`src/rtl/l2_cache_ctrl_param_pkg.sv`:
```
// Shared types and tree-PLRU helpers for the parametrised L2 cache controller.
// Trees are heap ordered (node 0 = root); a 0 bit means the victim is in the left subtree.
package l2_cache_ctrl_param_pkg;

    localparam int unsigned MAX_WAYS = 16;
    localparam int unsigned MAX_TW   = MAX_WAYS - 1;
    localparam int unsigned MAX_LW   = 4;

    typedef enum logic [1:0] {
        IDLE = 2'd0,
        WB   = 2'd1,
        FILL = 2'd2,
        HOLD = 2'd3
    } l2_state_e;

    function automatic int unsigned plru_width(input int unsigned ways);
        return ways - 1;
    endfunction

    // Follow the tree bits from the root down to a leaf.
    function automatic logic [MAX_LW-1:0] plru_victim(input logic [MAX_TW-1:0] tree,
                                                      input int unsigned       ways);
        logic [4:0]  node;
        int unsigned lw;
        node = '0;
        lw   = $clog2(ways);
        for (int unsigned lvl = 0; lvl < MAX_LW; lvl++) begin
            if (lvl < lw) begin
                node = {node[3:0], 1'b0} + 5'd1 + {4'd0, tree[node[3:0]]};
            end
        end
        return 4'(node - 5'(ways - 1));
    endfunction

    // Point every node on the accessed way's path away from that way.
    function automatic logic [MAX_TW-1:0] plru_update(input logic [MAX_TW-1:0] tree,
                                                      input logic [MAX_LW-1:0] way,
                                                      input int unsigned       ways);
        logic [MAX_TW-1:0] t;
        logic [4:0]        node;
        logic              b;
        int unsigned       lw;
        t    = tree;
        node = '0;
        lw   = $clog2(ways);
        for (int unsigned lvl = 0; lvl < MAX_LW; lvl++) begin
            if (lvl < lw) begin
                b              = way[2'(lw - 1 - lvl)];
                t[node[3:0]]   = ~b;
                node           = {node[3:0], 1'b0} + 5'd1 + {4'd0, b};
            end
        end
        return t;
    endfunction

endpackage

```
`src/rtl/l2_cache_ctrl_param_plru.sv`:
```
// Combinational tree-PLRU: victim of the current tree and the tree after an access.
module l2_plru_tree
    import l2_cache_ctrl_param_pkg::*;
#(
    parameter int unsigned WAYS = 4
) (
    input  logic [WAYS-2:0]         tree_in,
    input  logic [$clog2(WAYS)-1:0] access_way,
    output logic [WAYS-2:0]         tree_out,
    output logic [$clog2(WAYS)-1:0] victim
);

    localparam int unsigned LW = $clog2(WAYS);
    localparam int unsigned TW = WAYS - 1;

    always_comb begin
        tree_out = TW'(plru_update(MAX_TW'(tree_in), MAX_LW'(access_way), WAYS));
        victim   = LW'(plru_victim(MAX_TW'(tree_in), WAYS));
    end

endmodule

```
`src/rtl/l2_cache_ctrl_param.sv`:
```
// Control FSM for a WAYS-way write-back, write-allocate L2 cache with tree-PLRU,
// invalid-first victim choice, post-hit hold and saturating performance counters.
module l2_cache_ctrl_param
    import l2_cache_ctrl_param_pkg::*;
#(
    parameter int unsigned WAYS     = 4,
    parameter int unsigned HIT_HOLD = 2,
    parameter int unsigned CNT_W    = 16
) (
    input  logic                    clk,
    input  logic                    rst_n,
    input  logic                    mem_read,
    input  logic                    mem_write,
    output logic                    mem_resp,
    input  logic [WAYS-1:0]         hit,
    input  logic [WAYS-1:0]         valid,
    input  logic [WAYS-1:0]         dirty,
    input  logic [WAYS-2:0]         plru_in,
    output logic [WAYS-2:0]         plru_out,
    output logic                    load_plru,
    output logic [$clog2(WAYS)-1:0] way_sel,
    output logic [WAYS-1:0]         load_write,
    output logic [WAYS-1:0]         load_fill,
    output logic                    pmem_read,
    output logic                    pmem_write,
    input  logic                    pmem_resp,
    output logic                    pmem_addr_sel,
    output logic [CNT_W-1:0]        hit_cnt,
    output logic [CNT_W-1:0]        miss_cnt,
    output logic [CNT_W-1:0]        wb_cnt
);

    localparam int unsigned LW     = $clog2(WAYS);
    localparam int unsigned TW     = plru_width(WAYS);
    localparam int unsigned HOLD_W = 3;
    localparam logic [HOLD_W-1:0] HOLD_LAST = HOLD_W'((HIT_HOLD > 0) ? HIT_HOLD - 1 : 0);
    localparam logic [CNT_W-1:0]  CNT_MAX   = '1;

    l2_state_e         state_q, state_d;
    logic [LW-1:0]     victim_q, victim_d;
    logic [HOLD_W-1:0] hold_q, hold_d;
    logic [CNT_W-1:0]  hit_cnt_q, hit_cnt_d;
    logic [CNT_W-1:0]  miss_cnt_q, miss_cnt_d;
    logic [CNT_W-1:0]  wb_cnt_q, wb_cnt_d;

    logic              req_c;
    logic              any_hit_c;
    logic              any_inv_c;
    logic [LW-1:0]     hit_way_c;
    logic [LW-1:0]     inv_way_c;
    logic [LW-1:0]     plru_victim_c;
    logic [LW-1:0]     victim_c;
    logic [TW-1:0]     plru_upd_c;

    function automatic logic [CNT_W-1:0] sat_inc(input logic [CNT_W-1:0] c);
        return (c == CNT_MAX) ? c : c + CNT_W'(1);
    endfunction

    l2_plru_tree #(
        .WAYS (WAYS)
    ) u_plru (
        .tree_in    (plru_in),
        .access_way (hit_way_c),
        .tree_out   (plru_upd_c),
        .victim     (plru_victim_c)
    );

    // Lowest-index hit way and lowest-index invalid way.
    always_comb begin
        hit_way_c = '0;
        inv_way_c = '0;
        any_inv_c = 1'b0;
        for (int i = int'(WAYS) - 1; i >= 0; i--) begin
            if (hit[i]) begin
                hit_way_c = LW'(i);
            end
            if (!valid[i]) begin
                inv_way_c = LW'(i);
                any_inv_c = 1'b1;
            end
        end
    end

    assign req_c     = mem_read ^ mem_write;
    assign any_hit_c = |hit;
    assign victim_c  = any_inv_c ? inv_way_c : plru_victim_c;

    // Next state, counters and decoded strobes.
    always_comb begin
        state_d       = state_q;
        victim_d      = victim_q;
        hold_d        = hold_q;
        hit_cnt_d     = hit_cnt_q;
        miss_cnt_d    = miss_cnt_q;
        wb_cnt_d      = wb_cnt_q;
        mem_resp      = 1'b0;
        load_plru     = 1'b0;
        load_write    = '0;
        load_fill     = '0;
        pmem_read     = 1'b0;
        pmem_write    = 1'b0;
        pmem_addr_sel = 1'b0;
        way_sel       = hit_way_c;
        plru_out      = plru_in;

        unique case (state_q)
            IDLE: begin
                if (req_c) begin
                    if (any_hit_c) begin
                        mem_resp  = 1'b1;
                        load_plru = 1'b1;
                        plru_out  = plru_upd_c;
                        if (mem_write) begin
                            load_write[hit_way_c] = 1'b1;
                        end
                        hit_cnt_d = sat_inc(hit_cnt_q);
                        hold_d    = '0;
                        state_d   = (HIT_HOLD > 0) ? HOLD : IDLE;
                    end else begin
                        victim_d   = victim_c;
                        miss_cnt_d = sat_inc(miss_cnt_q);
                        state_d    = (valid[victim_c] && dirty[victim_c]) ? WB : FILL;
                    end
                end
            end
            WB: begin
                pmem_write    = 1'b1;
                pmem_addr_sel = 1'b1;
                way_sel       = victim_q;
                if (pmem_resp) begin
                    wb_cnt_d = sat_inc(wb_cnt_q);
                    state_d  = FILL;
                end
            end
            FILL: begin
                pmem_read = 1'b1;
                way_sel   = victim_q;
                if (pmem_resp) begin
                    load_fill[victim_q] = 1'b1;
                    state_d             = IDLE;
                end
            end
            HOLD: begin
                if (hold_q == HOLD_LAST) begin
                    state_d = IDLE;
                end else begin
                    hold_d = hold_q + HOLD_W'(1);
                end
            end
            default: begin
                state_d = IDLE;
            end
        endcase

        // Reset silences every strobe immediately, including the IDLE Mealy ones.
        if (!rst_n) begin
            mem_resp      = 1'b0;
            load_plru     = 1'b0;
            load_write    = '0;
            load_fill     = '0;
            pmem_read     = 1'b0;
            pmem_write    = 1'b0;
            pmem_addr_sel = 1'b0;
            plru_out      = plru_in;
        end
    end

    always_ff @(posedge clk or negedge rst_n) begin
        if (!rst_n) begin
            state_q    <= IDLE;
            victim_q   <= '0;
            hold_q     <= '0;
            hit_cnt_q  <= '0;
            miss_cnt_q <= '0;
            wb_cnt_q   <= '0;
        end else begin
            state_q    <= state_d;
            victim_q   <= victim_d;
            hold_q     <= hold_d;
            hit_cnt_q  <= hit_cnt_d;
            miss_cnt_q <= miss_cnt_d;
            wb_cnt_q   <= wb_cnt_d;
        end
    end

    assign hit_cnt  = hit_cnt_q;
    assign miss_cnt = miss_cnt_q;
    assign wb_cnt   = wb_cnt_q;

endmodule

```
`config.mk`:
```
export PLATFORM = sky130hd
export DESIGN_NAME = l2_cache_ctrl_param
export DESIGN_NICKNAME = d
export VERILOG_FILES = /design/src/rtl/l2_cache_ctrl_param_pkg.sv /design/src/rtl/l2_cache_ctrl_param_plru.sv /design/src/rtl/l2_cache_ctrl_param.sv
export SDC_FILE = /design/constraint.sdc
export NUM_CORES = 1
export LEC_CHECK = 0
export BUFFER_PORTS_ARGS = -buffer_cell sky130_fd_sc_hd__buf_4
export CORE_ASPECT_RATIO = 1.75
export CORE_UTILIZATION = 55
export CTS_BUF_LIST = sky130_fd_sc_hd__clkbuf_8
export DETAILED_ROUTE_END_ITERATION = 8
export PLACE_DENSITY = 0.83
export SKIP_LAST_GASP = 1
export SYNTH_ARGS = -nofsm -noshare
export SYNTH_HDL_FRONTEND = slang
export SYNTH_SLANG_ARGS = --single-unit
```
`constraint.sdc`:
```
create_clock -name clk -period 5.15 [get_ports clk]
set_clock_uncertainty 0.1 [all_clocks]
set_input_delay 0.7725 -clock clk [delete_from_list [all_inputs] [get_ports clk]]
set_output_delay 0.7725 -clock clk [all_outputs]
set_load 0.01 [all_outputs]
```
==> flow_summary_export.csv <==
group,metric,value,unit
run_status,outcome,"completed",
placed_design,gp_congestion,0.834,
routing,routed-via-count,2817,
global_route,gr-usage-all-layers,25.3,%
cts,holdBufCountCts,0,
sta,setup_tns,0,ns
sta,fmax,332,MHz
worst_setup_path,r2r-start,"miss_cnt[0]$_DFFE_PN0P_",
finish,drive_gt1_share,28.7,%
routing,drcViolationCount,0,
worst_setup_path,reg2reg_depth,5,
floorplanning,rows,36,
worst_setup_path,r2r-end,"miss_cnt[1]$_DFFE_PN0P_",
yosys,synth.area.top_cells,"dfrtp_1 (43%), xor2_1 (8.4%), nand2_1 (4.2%), ha_1 (3.9%), mux2_2 (3.5%)",
worst_setup_path,critPathArrivalTime,2.14,ns
placed_design,dp_hpwl,5.58,mm
floorplanning,dieArea,6200,um^2
sta,setup_viol,0,
power,leakage,0.00201,uW
global_route,grt_max_degree,60,
finish,diodes,0,
cts,cts_buffer_depth,2,
floorplanning,die_x,59.9,um
cts,clock-root-buffer,"clkbuf_8",
hold_path,hold_path.class,"in2async",
yosys,yosysTopAreaCell,"dfrtp_1",
yosys,async_reset_ff_share,100,%
yosys,ys.flop_type,"dfrtp_1",
sta,fin_crit,3.01,ns
power,ir_drop,0.211,mV
routing,via_per_inst,5.75,
cts,clkTransAtPathRegs,0.10,ns
placed_design,placed_area,3930,um^2
worst_setup_path,r2r_slack,2.76,ns
floorplanning,core_region_area,5630,um^2
worst_setup_path,criticalPathCategory,"in2out",
global_route,grt_pass1_vias,2655,
cts,cts_tree,"yes",
sta,relSlewSlack,28.4,%
power,power,1350,uW
yosys,ys_ff_latch,55,
worst_setup_path,worstPathRequired,4.28,ns
flow_run,max-cap-violations,0,
cts,post_cts.repair.setup_buffers,0,
yosys,seq_area_frac_synth,42.6,%
yosys,postSynthCellCount,328,
sta,slew_violations,0,
routing,wl,7.30,mm
routing,drtAntennaViolNets,0,
global_route,grt_pass1_wl,11.9,mm
placed_design,port_buffers,85,
routing,wl_per_cell,14.9,um
yosys,syn-num-nets,358,
worst_setup_path,end_kind,"output pin",
cts,cts_sinks,55,
yosys,synth_area,3230,um^2
sta,post-route-period-util,58.5,%
finish,nNetsFinal,443,
global_route,grt_overflow_total,0,
cts,cts_max_level,2,
finish,fin_area,4040,um^2
cts,clk_latency,0.33,ns
finish,fillCellCount,448,
worst_setup_path,critPathLaunchType,"input port",
yosys,synth_edf_count,0,
placed_design,dp_slack,2.10,ns
worst_setup_path,endpoint,"load_write[1]",
yosys,synth_top_area_share,42.6,%
yosys,synth_commonest_cells,"dfrtp_1 (55), nand2_1 (36), xor2_1 (31), nor3_1 (20), nand3_1 (17)",
yosys,yosys.cell_types.count,48,
yosys,yosysWarningCount,0,
routing,dr.pass1.iters,4,
sta,hold_violations,0,
power,pwr_density_cell,334,nW/um^2
floorplanning,initial_core_util,57.4,%
worst_setup_path,startpoint,"rst_n",
sta,grt_setup_unrepaired,"no",
global_route,antenna_found_initial,0,
sta,tightest_slew,1.07,ns
yosys,postSynthAreaPerCell,9.85,um^2
finish,syn_to_final_growth,25.1,%
yosys,synth.most_common_cell,"dfrtp_1",
routing,drtIter0Drc,92,
floorplanning,io_pins,86,
sta,layout_setup_ws,2.14,ns
cts,cts_repair_resize_count,0,
floorplanning,die_height,103,um
worst_setup_path,cp_max_fo,59,
cts,cts_buffers,5,
critical path, stage by stage:
cell	delay, ns
buf_4	0.54
and3_1	0.33
nand2_1	0.11
nor3b_1	0.20
buf_4	0.15
per-stage QoR:
| step | utilization, % | hold WS (ns) | cells |
|---|---|---|---|
| after global placement | 69.7 | 0.349 | 482 |
| after CTS | 71.8 | 0.376 | 490 |
| after floorplan | - | 0.330 | 328 |
| after global routing | 71.8 | 0.405 | 490 |
| final | 71.8 | 0.377 | 490 |
| after detailed placement | 69.7 | 0.361 | 482 |
kinds of logic after synthesis:
group                      after synthesis  synth area share [%]
and+or+nand+nor                        140                  25.2
xor gates and xnor gates                38                  10.5
DFF                                     55                  42.6
buffers and inverters                   22                  2.90
adders and majority gates               10                  3.87
muxes                                   12                  4.11
AOI/OAI and AO/OA                       51                  10.8
sequential cells by signal, summed over array words and instances (netlist names):
signal	flops
hit_cnt	16
hold_q	3
miss_cnt	16
state_q	2
victim_q	2
wb_cnt	16
power by group:
group          switching (uW)  internal (uW)
Sequential               83.6            503
Combinational             241            221
Clock                     154            148
cells in the final DEF, fill, tap and decap left out, types with 3 or more instances in the layout:
| cell | count |
|---|---|
| buf_4 | 85 |
| dfrtp_1 | 55 |
| nand2_1 | 36 |
| xor2_1 | 31 |
| nor3_1 | 20 |
| nand3_1 | 17 |
| inv_1 | 15 |
| nor2_1 | 13 |
| o21ai_0 | 12 |
| a211oi_1 | 11 |
| nand4_1 | 10 |
| mux2_2 | 10 |
| ha_1 | 10 |
| a21oi_1 | 9 |
| and3_1 | 9 |
| and2_1 | 6 |
| nor4_1 | 6 |
| xnor2_1 | 6 |
| clkbuf_8 | 5 |
| o31ai_1 | 4 |
| and4_1 | 4 |
| o22ai_1 | 3 |
| and4bb_2 | 3 |
worst min-delay path by stage:
stage,startpoint,to,depth (start not counted)
after floorplan,hold_q[2]$_DFFE_PN0P_,hold_q[2]$_DFFE_PN0P_,1
after global placement,hold_q[2]$_DFFE_PN0P_,hold_q[2]$_DFFE_PN0P_,1
after detailed placement,hold_q[2]$_DFFE_PN0P_,hold_q[2]$_DFFE_PN0P_,1
after CTS,hold_q[2]$_DFFE_PN0P_,hold_q[2]$_DFFE_PN0P_,1
after global routing,hold_q[2]$_DFFE_PN0P_,hold_q[2]$_DFFE_PN0P_,1
final,rst_n,wb_cnt[4]$_DFFE_PN0P_,1
layer usage:
metal,wire length (um),track usage [%],vias to the layer above
met5,0,0,-
met1,2850,28.1,1373
li1,-,-,1364
met2,4100,46.4,70
met4,131,10.7,0
met3,228,3.86,10
layout make-up:
| type | instances | area (um^2) | share of cell area (%) |
|---|---|---|---|
| clock buffers | 5 | 68.8 | 1.70 |
| clock inverters | 3 | 47.5 | 1.18 |
| inverters | 15 | 56.3 | 1.39 |
| multi-input cells | 251 | 1760 | 43.5 |
| flip-flops and latches | 55 | 1380 | 34.0 |
| well taps | 76 | 95.1 | 2.35 |
| repair buffers | 85 | 638 | 15.8 |
No activity file was read; power rests on OpenSTA's default activity.
